### src/rtl/dram_arbiter.sv
// dram_arbiter: two-port arbiter/sequencer for the single external DRAM channel.
// Port 0 = io block, port 1 = data_ram miss/write path. One access in flight at a time,
// with a watchdog that forces completion if ready_dram never arrives.
// Optional feature: define DRAM_ARB_RR_EN for round-robin arbitration
// (default build: fixed priority, port 0 wins).
module dram_arbiter #(
    parameter int ADDR_W         = 27,
    parameter int TIMEOUT_CYCLES = 1023
) (
    input  logic              clk,
    input  logic              rst,
    input  logic              req_valid_0,
    input  logic              req_rw_0,
    input  logic [ADDR_W-1:0] req_addr_0,
    input  logic [31:0]       req_wdata_0,
    input  logic              req_valid_1,
    input  logic              req_rw_1,
    input  logic [ADDR_W-1:0] req_addr_1,
    input  logic [31:0]       req_wdata_1,
    output logic              done_0,
    output logic              done_1,
    output logic [31:0]       rdata_0,
    output logic [31:0]       rdata_1,
    output logic              valid_dram,
    output logic              rw_dram,
    output logic [ADDR_W-1:0] addr_dram,
    output logic [31:0]       din_dram,
    input  logic [31:0]       dout_dram,
    input  logic              ready_dram,
    output logic              busy,
    output logic              timeout_err
);

    localparam int CNT_W = $clog2(TIMEOUT_CYCLES + 1);
    localparam logic [CNT_W-1:0] TO_LIMIT = CNT_W'(TIMEOUT_CYCLES);

    typedef enum logic [1:0] {S_IDLE, S_ISSUE, S_WAIT, S_DONE} state_t;

    state_t            state_q, state_d;
    logic              owner_q, owner_d;
    logic              rw_q, rw_d;
    logic [ADDR_W-1:0] addr_q, addr_d;
    logic [31:0]       wdata_q, wdata_d;
    logic [CNT_W-1:0]  cnt_q, cnt_d;
    logic              terr_q, terr_d;
    logic [31:0]       rdata0_q, rdata0_d;
    logic [31:0]       rdata1_q, rdata1_d;
    logic [CNT_W-1:0]  cnt_inc;
    logic              grant;
    logic              cap_en;
    logic [31:0]       cap_data;

`ifdef DRAM_ARB_RR_EN
    logic last_q, last_d;

    // Round-robin winner: on a tie, the port not granted last time wins.
    always_comb begin
        if (req_valid_0 && req_valid_1) grant = ~last_q;
        else                            grant = req_valid_1;
    end
`else
    // Fixed priority winner: port 0 always beats port 1.
    always_comb begin
        grant = ~req_valid_0;
    end
`endif

    assign cnt_inc = cnt_q + 1'b1;

    // Next-state, command latch, watchdog and read-data capture.
    always_comb begin
        state_d  = state_q;
        owner_d  = owner_q;
        rw_d     = rw_q;
        addr_d   = addr_q;
        wdata_d  = wdata_q;
        cnt_d    = cnt_q;
        terr_d   = terr_q;
        rdata0_d = rdata0_q;
        rdata1_d = rdata1_q;
        cap_en   = 1'b0;
        cap_data = 32'h0;
`ifdef DRAM_ARB_RR_EN
        last_d   = last_q;
`endif
        case (state_q)
            S_IDLE: begin
                if (req_valid_0 || req_valid_1) begin
                    owner_d = grant;
                    rw_d    = grant ? req_rw_1    : req_rw_0;
                    addr_d  = grant ? req_addr_1  : req_addr_0;
                    wdata_d = grant ? req_wdata_1 : req_wdata_0;
`ifdef DRAM_ARB_RR_EN
                    last_d  = grant;
`endif
                    state_d = S_ISSUE;
                end
            end
            S_ISSUE: begin
                if (ready_dram) begin
                    cap_en   = 1'b1;
                    cap_data = dout_dram;
                end else begin
                    state_d = S_WAIT;
                end
            end
            S_WAIT: begin
                cnt_d = cnt_inc;
                if (ready_dram) begin
                    cap_en   = 1'b1;
                    cap_data = dout_dram;
                end else if (cnt_inc == TO_LIMIT) begin
                    terr_d   = 1'b1;
                    cap_en   = 1'b1;
                    cap_data = 32'h0;
                end
            end
            S_DONE: begin
                cnt_d   = '0;
                state_d = S_IDLE;
            end
            default: state_d = S_IDLE;
        endcase
        // Read data is loaded on entry to DONE so it is already valid while done is high.
        if (cap_en) begin
            state_d = S_DONE;
            if (!rw_q) begin
                if (owner_q) rdata1_d = cap_data;
                else         rdata0_d = cap_data;
            end
        end
    end

    // State and datapath registers with synchronous reset.
    always_ff @(posedge clk) begin
        if (rst) begin
            state_q  <= S_IDLE;
            owner_q  <= 1'b0;
            rw_q     <= 1'b0;
            addr_q   <= '0;
            wdata_q  <= 32'h0;
            cnt_q    <= '0;
            terr_q   <= 1'b0;
            rdata0_q <= 32'h0;
            rdata1_q <= 32'h0;
`ifdef DRAM_ARB_RR_EN
            last_q   <= 1'b1;
`endif
        end else begin
            state_q  <= state_d;
            owner_q  <= owner_d;
            rw_q     <= rw_d;
            addr_q   <= addr_d;
            wdata_q  <= wdata_d;
            cnt_q    <= cnt_d;
            terr_q   <= terr_d;
            rdata0_q <= rdata0_d;
            rdata1_q <= rdata1_d;
`ifdef DRAM_ARB_RR_EN
            last_q   <= last_d;
`endif
        end
    end

    assign valid_dram  = (state_q == S_ISSUE);
    assign done_0      = (state_q == S_DONE) && !owner_q;
    assign done_1      = (state_q == S_DONE) &&  owner_q;
    assign busy        = (state_q != S_IDLE);
    assign rw_dram     = rw_q;
    assign addr_dram   = addr_q;
    assign din_dram    = wdata_q;
    assign rdata_0     = rdata0_q;
    assign rdata_1     = rdata1_q;
    assign timeout_err = terr_q;

endmodule

### config.mk
export PLATFORM = sky130hd
export DESIGN_NAME = dram_arbiter
export DESIGN_NICKNAME = d
export VERILOG_FILES = /design/src/rtl/dram_arbiter.sv
export SDC_FILE = /design/constraint.sdc
export NUM_CORES = 1
export LEC_CHECK = 0
export ABC_AREA = 1
export CAP_MARGIN = 30
export CELL_PAD_IN_SITES_DETAIL_PLACEMENT = 1
export CELL_PAD_IN_SITES_GLOBAL_PLACEMENT = 1
export CORE_ASPECT_RATIO = 1.1
export CORE_MARGIN = 2
export CORE_UTILIZATION = 28
export CTS_CLUSTER_SIZE = 25
export DETAILED_ROUTE_END_ITERATION = 7
export GPL_ROUTABILITY_DRIVEN = 0
export PLACE_DENSITY_LB_ADDON = 0.1
export SLEW_MARGIN = 30
export SYNTH_ARGS = -nofsm -noshare
export SYNTH_HDL_FRONTEND = slang
export SYNTH_SLANG_ARGS = --single-unit
### constraint.sdc
create_clock -name clk -period 2.08 [get_ports clk]
set_input_delay 0.312 -clock clk [delete_from_list [all_inputs] [get_ports clk]]
set_output_delay 0.312 -clock clk [all_outputs]
set_load 0.005 [all_outputs]
# ---- Yosys cells after proc, flatten, opt, wreduce, memory -nomap -nowiden
# Cells that the tools add are included.
# Widths: inputs -> output; s select.
dict set report totals {
  reg_bits 138
  inputBits 157
  out_inout_bits 129
  wordCells 48
}
dict set report op_classes {
  add_sub_neg 1
  n_eq_ne 6
  n_mux 14
  bitwise_logic 4
  reduce_logical 14
}
# op count
set ops {}
lappend ops {{$mux 32} 3}
lappend ops {{$mux 27} 1}
lappend ops {{$pmux 10 s2} 1}
lappend ops {{$reduce_and 3->1} 4}
lappend ops {{$add 10x1->10 const B} 1}
lappend ops {{$eq 10x10->1 const B} 1}
lappend ops {{$mux 2} 3}
lappend ops {{$pmux 2 s3} 1}
lappend ops {{$eq 2x2->1 const B} 2}
lappend ops {{$mux 1} 4}
lappend ops {{$not 1->1} 4}
lappend ops {{$reduce_bool 2->1} 2}
lappend ops {{$reduce_bool 4->1} 1}
lappend ops {{$ne 3x2->1 const B} 1}
lappend ops {{$ne 3x3->1 const B} 1}
lappend ops {{$eq 2x1->1 const B} 1}
lappend ops {{$logic_and 1x1->1} 2}
lappend ops {{$logic_not 2->1} 1}
lappend ops {{$pmux 1 s2} 1}
lappend ops {{$reduce_and 2->1} 1}
lappend ops {{$reduce_or 2->1} 1}
lappend ops {{$logic_not 1->1} 1}
lappend ops {{$logic_or 1x1->1} 1}

# ---- Depth between registers and ports, before layout
# Gate-level depths: netlist of the first run.
dict set report depth {
  word_depth 7
  ltp_mapped 16
  depth_no_buf 15
}

# ---- Worst setup path after synthesis of the first run
# Ideal clock, no wire load.
dict set report synth_path {
  kind {register -> register}
  start {register cnt_q[1]}
  end {register rdata0_q[0], in the netlist rdata_0[0]}
  setup_ps 110
  arrival_time_ps 1761
  required_ps 1970
  slack_ps 209
  stages_incl_launch_ff 17
  path_buffers 2
  period_less_slack_ps 1871
  cell_sequence {dfxtp_1 ha_1 nand2_1 nor2_1 nand2_1 nand2_1 nand2_1 nor2_1 nand4_1 nand2_2 nand2_4 inv_6 buf_6 buf_6 nand3_1 nand2_1 nor2_1}
}
dict set report synth_via {
  elab_chain_len 6
}
# element line_no
set synth_lines {}
lappend synth_lines {{start: declaration} 44} ;# logic [CNT_W-1:0] cnt_q, cnt_d;
lappend synth_lines {{start signal: assignment} 155} ;# cnt_q <= cnt_d;
lappend synth_lines {{$add 10x1->10} 68} ;# assign cnt_inc = cnt_q + 1'b1;
lappend synth_lines {{$eq 10x10->1} 112} ;# end else if (cnt_inc == TO_LIMIT) begin
lappend synth_lines {{$mux 1} 112}
lappend synth_lines {{$mux 1} 109} ;# if (ready_dram) begin
lappend synth_lines {{$pmux 1 s2} 86} ;# case (state_q)
lappend synth_lines {{$reduce_and 3->1 (no source line)} n/a}
lappend synth_lines {{end signal: assignment} 157} ;# rdata0_q <= rdata0_d;
lappend synth_lines {{end: declaration} 46} ;# logic [31:0] rdata0_q, rdata0_d;
# Every way passes these cells.
# A chain may end at the register's enable or synchronous reset.

# ---- Final worst setup path of the first run
dict set report layout_path {
  start {register cnt_q[0]}
  end {register rdata1_q[9], in the netlist rdata_1[9]}
}
dict set report layout_via {
  elab_chain_len 6
}
# element line_no
set layout_lines {}
lappend layout_lines {{$add 10x1->10} 68}
lappend layout_lines {{$eq 10x10->1} 112}
lappend layout_lines {{$mux 1} 112}
lappend layout_lines {{$mux 1} 109}
lappend layout_lines {{$pmux 1 s2} 86}
lappend layout_lines {{$reduce_and 3->1 (no source line)} n/a}
lappend layout_lines {{end signal: assignment} 158} ;# rdata1_q <= rdata1_d;
lappend layout_lines {{end: declaration} 47} ;# logic [31:0] rdata1_q, rdata1_d;
# Every way passes these cells.

==> results of run 1 <==
[critical path, delay by kind of cell (launching register included)]
family	cells	cell delay, ns
and+or+nand+nor	12	1.13
DFF	1	0.37
adders and majority gates	1	0.17
buffers and inverters	4	0.36
[stage by stage]
| step | cells | instance area, um^2 | util |
|---|---|---|---|
| 6_report | 1595 | 10880 | 0.4761 |
| 5_1_grt | 1595 | 10880 | 0.4761 |
| 4_1_cts | 1586 | 10610 | 0.4643 |
| 3_5_place_dp | 1536 | 9718 | 0.4251 |
| 3_3_place_gp | 1536 | 9718 | 0.4251 |
| 2_1_floorplan | 990 | 6515 | - |
[state kept, by name, summed over array words and instances (netlist names)]
signal,flops
addr_dram,27
cnt_q,10
din_dram,32
owner_q,1
rdata_0,32
rdata_1,32
rw_dram,1
state_q,2
timeout_err,1
[layer usage]
metal  up-vias  track usage  wire length [um]
met5         -            0                 0
met4         0      0.07273               642
li1       3657            -                 -
met2       222       0.3409             12140
met3        35      0.09278              2505
met1      3241       0.2295             10110
[power breakdown]
part,total [mW],switching (mW),internal [mW]
combinational,4.38,2.16,2.22
sequential,3.64,0.361,3.28
clock,2.88,1.22,1.66
[cells in the mapped netlist, drive strengths merged]
| library cell | number | area share |
|---|---|---|
| o21bai | 2 | 0.0023 |
| a21oi | 13 | 0.010 |
| or2 | 1 | 0.00096 |
| nand3 | 76 | 0.058 |
| nand2 | 326 | 0.19 |
| inv | 151 | 0.088 |
| nand4 | 3 | 0.0029 |
| nand3b | 1 | 0.0012 |
| nor2 | 86 | 0.050 |
| dfxtp | 138 | 0.42 |
| a31oi | 60 | 0.058 |
| nor3 | 1 | 0.00077 |
| ha | 6 | 0.012 |
| a211oi | 1 | 0.0012 |
| a21boi | 1 | 0.0012 |
| buf | 22 | 0.028 |
| clkbuf | 40 | 0.023 |
| o21ai | 62 | 0.048 |
[timing repair]
item                                    4_1_cts  5_1_grt
pin swaps                                    11       28
endpoints found under the setup margin       66       66
resized for setup                            33       67
buffers inserted                             15        7
cloned                                        4        3
[final timing paths]
path | endpoint | cells after the start
worst max-delay path | rdata_1[9] | 17
worst min-delay path | addr_dram[4] | 3
worst max register to register | rdata_1[9] | 17
worst min register to register | timeout_err | 2
[layout make-up]
cell class,count,area share
Clock buffer,19,0.04069
Clock inverter,12,0.009426
Inverter,151,0.05288
Multi-Input combinational cell,641,0.2900
Sequential cell,138,0.2554
Tap cell,300,0.03449
Timing Repair Buffer,334,0.3170
[logic make-up (layout without fill, tap and decap cells)]
kind of cell,Yosys count,count (layout),synth area share
adders and majority gates,6,6,0.01152
and+or+nand+nor,494,496,0.3057
AOI/OAI and AO/OA,139,139,0.1198
buffers and inverters,213,516,0.1389
DFF,138,138,0.4240
==> flow_metrics.tcl, run 1 <==
set metrics [dict create \
    rsz0062_at_grt "yes" \
    ant_nets 0 \
    clk_pin_slew_ns 0.06 \
    die_h_um 164.0 \
    diodes 0 \
    ys_warn_count 0 \
    crit_type "register to register" \
    syn_area_mm2 0.006515 \
    grt_pass1_vias 7242 \
    synth_nets 1153 \
    num_vias 7155 \
    fin_hold_ws_ns 0.4460 \
    r2r_slack_ns -0.007 \
    critPathLaunch "cnt_q[0]" \
    synth_cells 990 \
    slew_viol_final 0 \
    final_common_cell "nand2_1" \
    cts-root-buf "clkbuf_16" \
    dr.pass1.iters 4 \
    drtIter0Drc 231 \
    ir_drop_uv 514.7 \
    synth_seq_cells 138 \
    fin_worst_skew_ns 0.007965 \
    power_mw 10.90 \
    fin_setup_tns_ns -0.02592 \
    grt.overflow.total 0 \
    grt_first_pass_wirelength_um 38540 \
    grt_use_total 0.2042 \
    hold_class "input port to register" \
    pre_cts_ws_ns -0.1298 \
    hold_start "req_addr_1[4]" \
    avgViaCountPerCell 4.486 \
    violations "negative setup slack" \
    maxSlewHeadroom 0.5554 \
    synthToLayoutAreaGrowth_pct 67.06 \
    die_w_um 149.4 \
    cp.arrival_ns 2.46 \
    initial_utilization 0.2850 \
    clock-sinks 138 \
    worst-path-max-fanout 8 \
    min_period_over_period 1.003 \
    timing.final.crit_period_ns 2.087 \
    worstSetupStartpointType "register" \
    p_leak_nw 4.484 \
    slowest_delay_ns 0.37 \
    cp_data_required_time_ns 2.45 \
    drt_wl_total_um 25390 \
    crit_top_cell "nand2_2" \
    yosysUniqueCellTypes 26 \
    multi_input_area_mm2 0.003157 \
    numCtsBuffers 17 \
    hold_viol_final 0 \
    ios 286 \
    setup_viol 6 \
    antenna_found_initial 0 \
    end_kind "register" \
    core.rowCount 58 \
    dieArea_mm2 0.02451 \
    powerDensity_mw_per_mm2 1002 \
    insertion_delay_ns 0.43 \
    cts_hold_buffers 0 \
    crit_chain "ha_4, nand2_8, nor2_4, nand2_2, nand2_2, nand2_2, nor2_2, nand4_1, nand2_2, nand2_4, inv_8, buf_12, buf_12, nand2_8, nand2_4, inv_2, nor2_2" \
    fmax_mhz 479.1 \
    ys_seq_area_frac 0.4240 \
    fillers 2852 \
    critPathSlowestCell "dfxtp_4" \
    grt_max_degree 62 \
    worst_slack_ns -0.007116 \
    cts_tree "done" \
    status "finished with violations" \
    wire_per_inst_um 15.92 \
    portBuffers 285 \
    cts_buffer_depth 2 \
    drive_above_1_share 0.1297 \
    cap_viol_max_count 0 \
    register_area_mm2 0.002780 \
    core_mm2 0.02286 \
    dp_hpwl_um 17090 \
    h-tree-depth 4 \
    tightest_slew_ns 0.6669 \
    timing.rr.start "cnt_q[0]" \
    layout_common_cells "nand2_1, clkdlybuf4s50_1, dfxtp_1, inv_1, nor2_1" \
    avgSynthCellArea_um2 6.581 \
    drc 0 \
    nNetsFinal 1446 \
]
No activity file was read; power rests on OpenSTA's default activity.
==> run 2: changes to the inputs <==
Settings changed: CELL_PAD_IN_SITES_DETAIL_PLACEMENT 1 to not set, CELL_PAD_IN_SITES_GLOBAL_PLACEMENT 1 to not set, CORE_UTILIZATION 28 to 43, SKIP_LAST_GASP set to 1.
==> run 2 against run 1 <==
  * The flow now finishes without violations
  * Sequential cell count unchanged
  * Utilization up 23 points
  * Total power up 1.1%
  * Register-to-register slack better by 0.03 ns
  * Cell count down 7.6%
  * Setup slack better by 0.034 ns
  * Non-clock buffer count down 25
  * Sequential share of layout area up 0.80 points
  * Routed wire length down 16%
  * Global-route usage up 4.0 points
  * Via count down 1.7%
  * Largest cell class unchanged
  * Largest power group unchanged
==> flow_metrics.tcl, run 2 (synthesis results as in run 1) <==
set metrics [dict create \
    maxSlewHeadroom 0.5783 \
    p_leak_nw 4.381 \
    slowest_delay_ns 0.38 \
    crit_chain "ha_4, nand2_4, nor2_4, nand2_1, nand2_1, nand2_1, nor2_1, nand4_1, nand2_2, nand2_8, inv_8, nand2_8, nand2_1, inv_1, nor2_1" \
    grt_first_pass_wirelength_um 31240 \
    h-tree-depth 4 \
    grt_max_degree 97 \
    core_mm2 0.01494 \
    postCtsSetupBuffers 0 \
    final_common_cell "nand2_1" \
    numCtsBuffers 17 \
    setup_viol 0 \
    cpLargestDelayFamily "simple AND/OR/NAND/NOR gates" \
    tightest_slew_ns 0.6326 \
    use_met1 0.2795 \
    hold_class "input port to register" \
    cts_tree "done" \
    ir_drop_uv 674.1 \
    end_kind "register" \
    clock-sinks 138 \
    die_h_um 133.1 \
    layout.cells.non_filler 1473 \
    grt.overflow.total 0 \
    insertion_delay_ns 0.42 \
    num_vias 7035 \
    dp_hpwl_um 13760 \
    ios 286 \
    cts_buffer_depth 2 \
    hold_viol_final 0 \
    antenna_found_initial 1 \
    avgViaCountPerCell 4.776 \
    drc 0 \
    core.rowCount 47 \
    crit_type "register to register" \
    globalRoute.busiestLayer "met2" \
    grt_use_total 0.2439 \
    layout_common_cells "nand2_1, clkdlybuf4s50_1, inv_1, dfxtp_1, nor2_1" \
    dp.cells 1426 \
    drtIter0Drc 480 \
    ant_nets 0 \
    worst_slack_ns 0.02662 \
    cp.arrival_ns 2.40 \
    clk_pin_slew_ns 0.06 \
    crit_top_cell "nand2_1" \
    worst-path-max-fanout 16 \
    worstSetupStartpointType "register" \
    met3_usage 0.08776 \
    worst-path-buf-inv 2 \
    wire_per_inst_um 14.50 \
    initial_utilization 0.4362 \
    cts_hold_buffers 0 \
    timing.final.crit_period_ns 2.053 \
    dr.pass1.iters 5 \
    powerDensity_mw_per_mm2 1046 \
    pre_cts_ws_ns -0.02506 \
    critPathSlowestCell "dfxtp_4" \
    slew_viol_final 0 \
    grt_pass1_vias 6378 \
    use_met2 0.4142 \
    drt_wl_total_um 21360 \
    die_w_um 121.4 \
    status "finished clean" \
    cap_viol_max_count 0 \
    cp_data_required_time_ns 2.42 \
    fin_worst_skew_ns 0.009448 \
    dieArea_mm2 0.01615 \
    min_period_over_period 0.9872 \
    cts-root-buf "clkbuf_16" \
    rsz0062_at_grt "yes" \
    synthToLayoutAreaGrowth_pct 61.78 \
    fmax_mhz 487.0 \
    nNetsFinal 1425 \
    portBuffers 285 \
    drive_above_1_share 0.07843 \
]
[run 2: cell types whose count changed in the layout (fill, tap and decap cells not counted), sizes merged, moves of 2 or more]
cell / before / now
clkinvlp: 4 / 0
nand2: 328 / 330
buf: 48 / 20
diode: 0 / 2
clkbuf: 21 / 29
bufinv: 1 / 4
[run 2: path summary, 6_finish.rpt]
path / start / to / slack (ns) / cells past startpoint
max reg2reg: cnt_q[1] / rdata_0[5] / 0.03 / 15
max: cnt_q[1] / rdata_0[5] / 0.03 / 15
min: req_addr_1[7] / addr_dram[7] / 0.46 / 3
min reg2reg: timeout_err / timeout_err / 0.48 / 2
[run 2: layout make-up]
| class | count | area (um^2) |
|---|---|---|
| Antenna cell | 2 | 5.005 |
| Clock buffer | 24 | 481.7 |
| Clock inverter | 8 | 140.1 |
| Fill cell | 1311 | 4397 |
| Inverter | 151 | 594.3 |
| Multi-Input combinational cell | 643 | 3035 |
| Sequential cell | 138 | 2776 |
| Tap cell | 196 | 245.2 |
| Timing Repair Buffer | 309 | 3234 |
| Timing Repair inverter | 2 | 27.53 |
[run 2: worst min-delay path, cell delays in order]
cell and delay [ns]:
clkdlybuf4s50_1 0.39, nand2_1 0.06, a31oi_1 0.07
[run 2: layer usage]
layer / share of wire / wire length, um / vias up
met5: 0 / 0 / -
met4: 0.023 / 486 / 0
met3: 0.086 / 1833 / 29
met2: 0.51 / 10800 / 261
met1: 0.39 / 8238 / 3122
li1: - / - / 3623
[run 2: stage by stage]
stage / TNS, ns / instance area, um^2 / total power [mW] / utilization / hold WS (ns)
3_5_place_dp: -0.3249 / 9533 / 7.543 / 0.6382 / 0.4705
3_3_place_gp: 0 / 9533 / 7.520 / 0.6382 / 0.4640
4_1_cts: 0 / 10180 / 10.81 / 0.6814 / 0.4452
5_1_grt: -3.175 / 10540 / 11.66 / 0.7055 / 0.4618
2_1_floorplan: 0 / 6515 / 5.409 / - / 0.3905
6_report: 0 / 10540 / 11.03 / 0.7056 / 0.4609
[run 2: repair_timing]
action / in CTS / in global routing
setup endpoints to repair: 66 / 65
pin swaps: 0 / 9
endpoints found under the hold margin: 0 / 0
gates cloned: 0 / 13
resized for setup: 6 / 37
[run 2: power breakdown]
group | switching [mW] | internal (mW) | leakage (nW)
combinational | 2.07 | 2.12 | 2.94
clock | 1.11 | 2.10 | 0.308
sequential | 0.349 | 3.28 | 1.13
total | 3.53 | 7.50 | 4.38
==> run 3: changes to the inputs <==
Settings changed: CAP_MARGIN 30 to 40.
==> results of run 3 <==
Same layout as run 2: the final DEF is identical, and so are final timing and power.
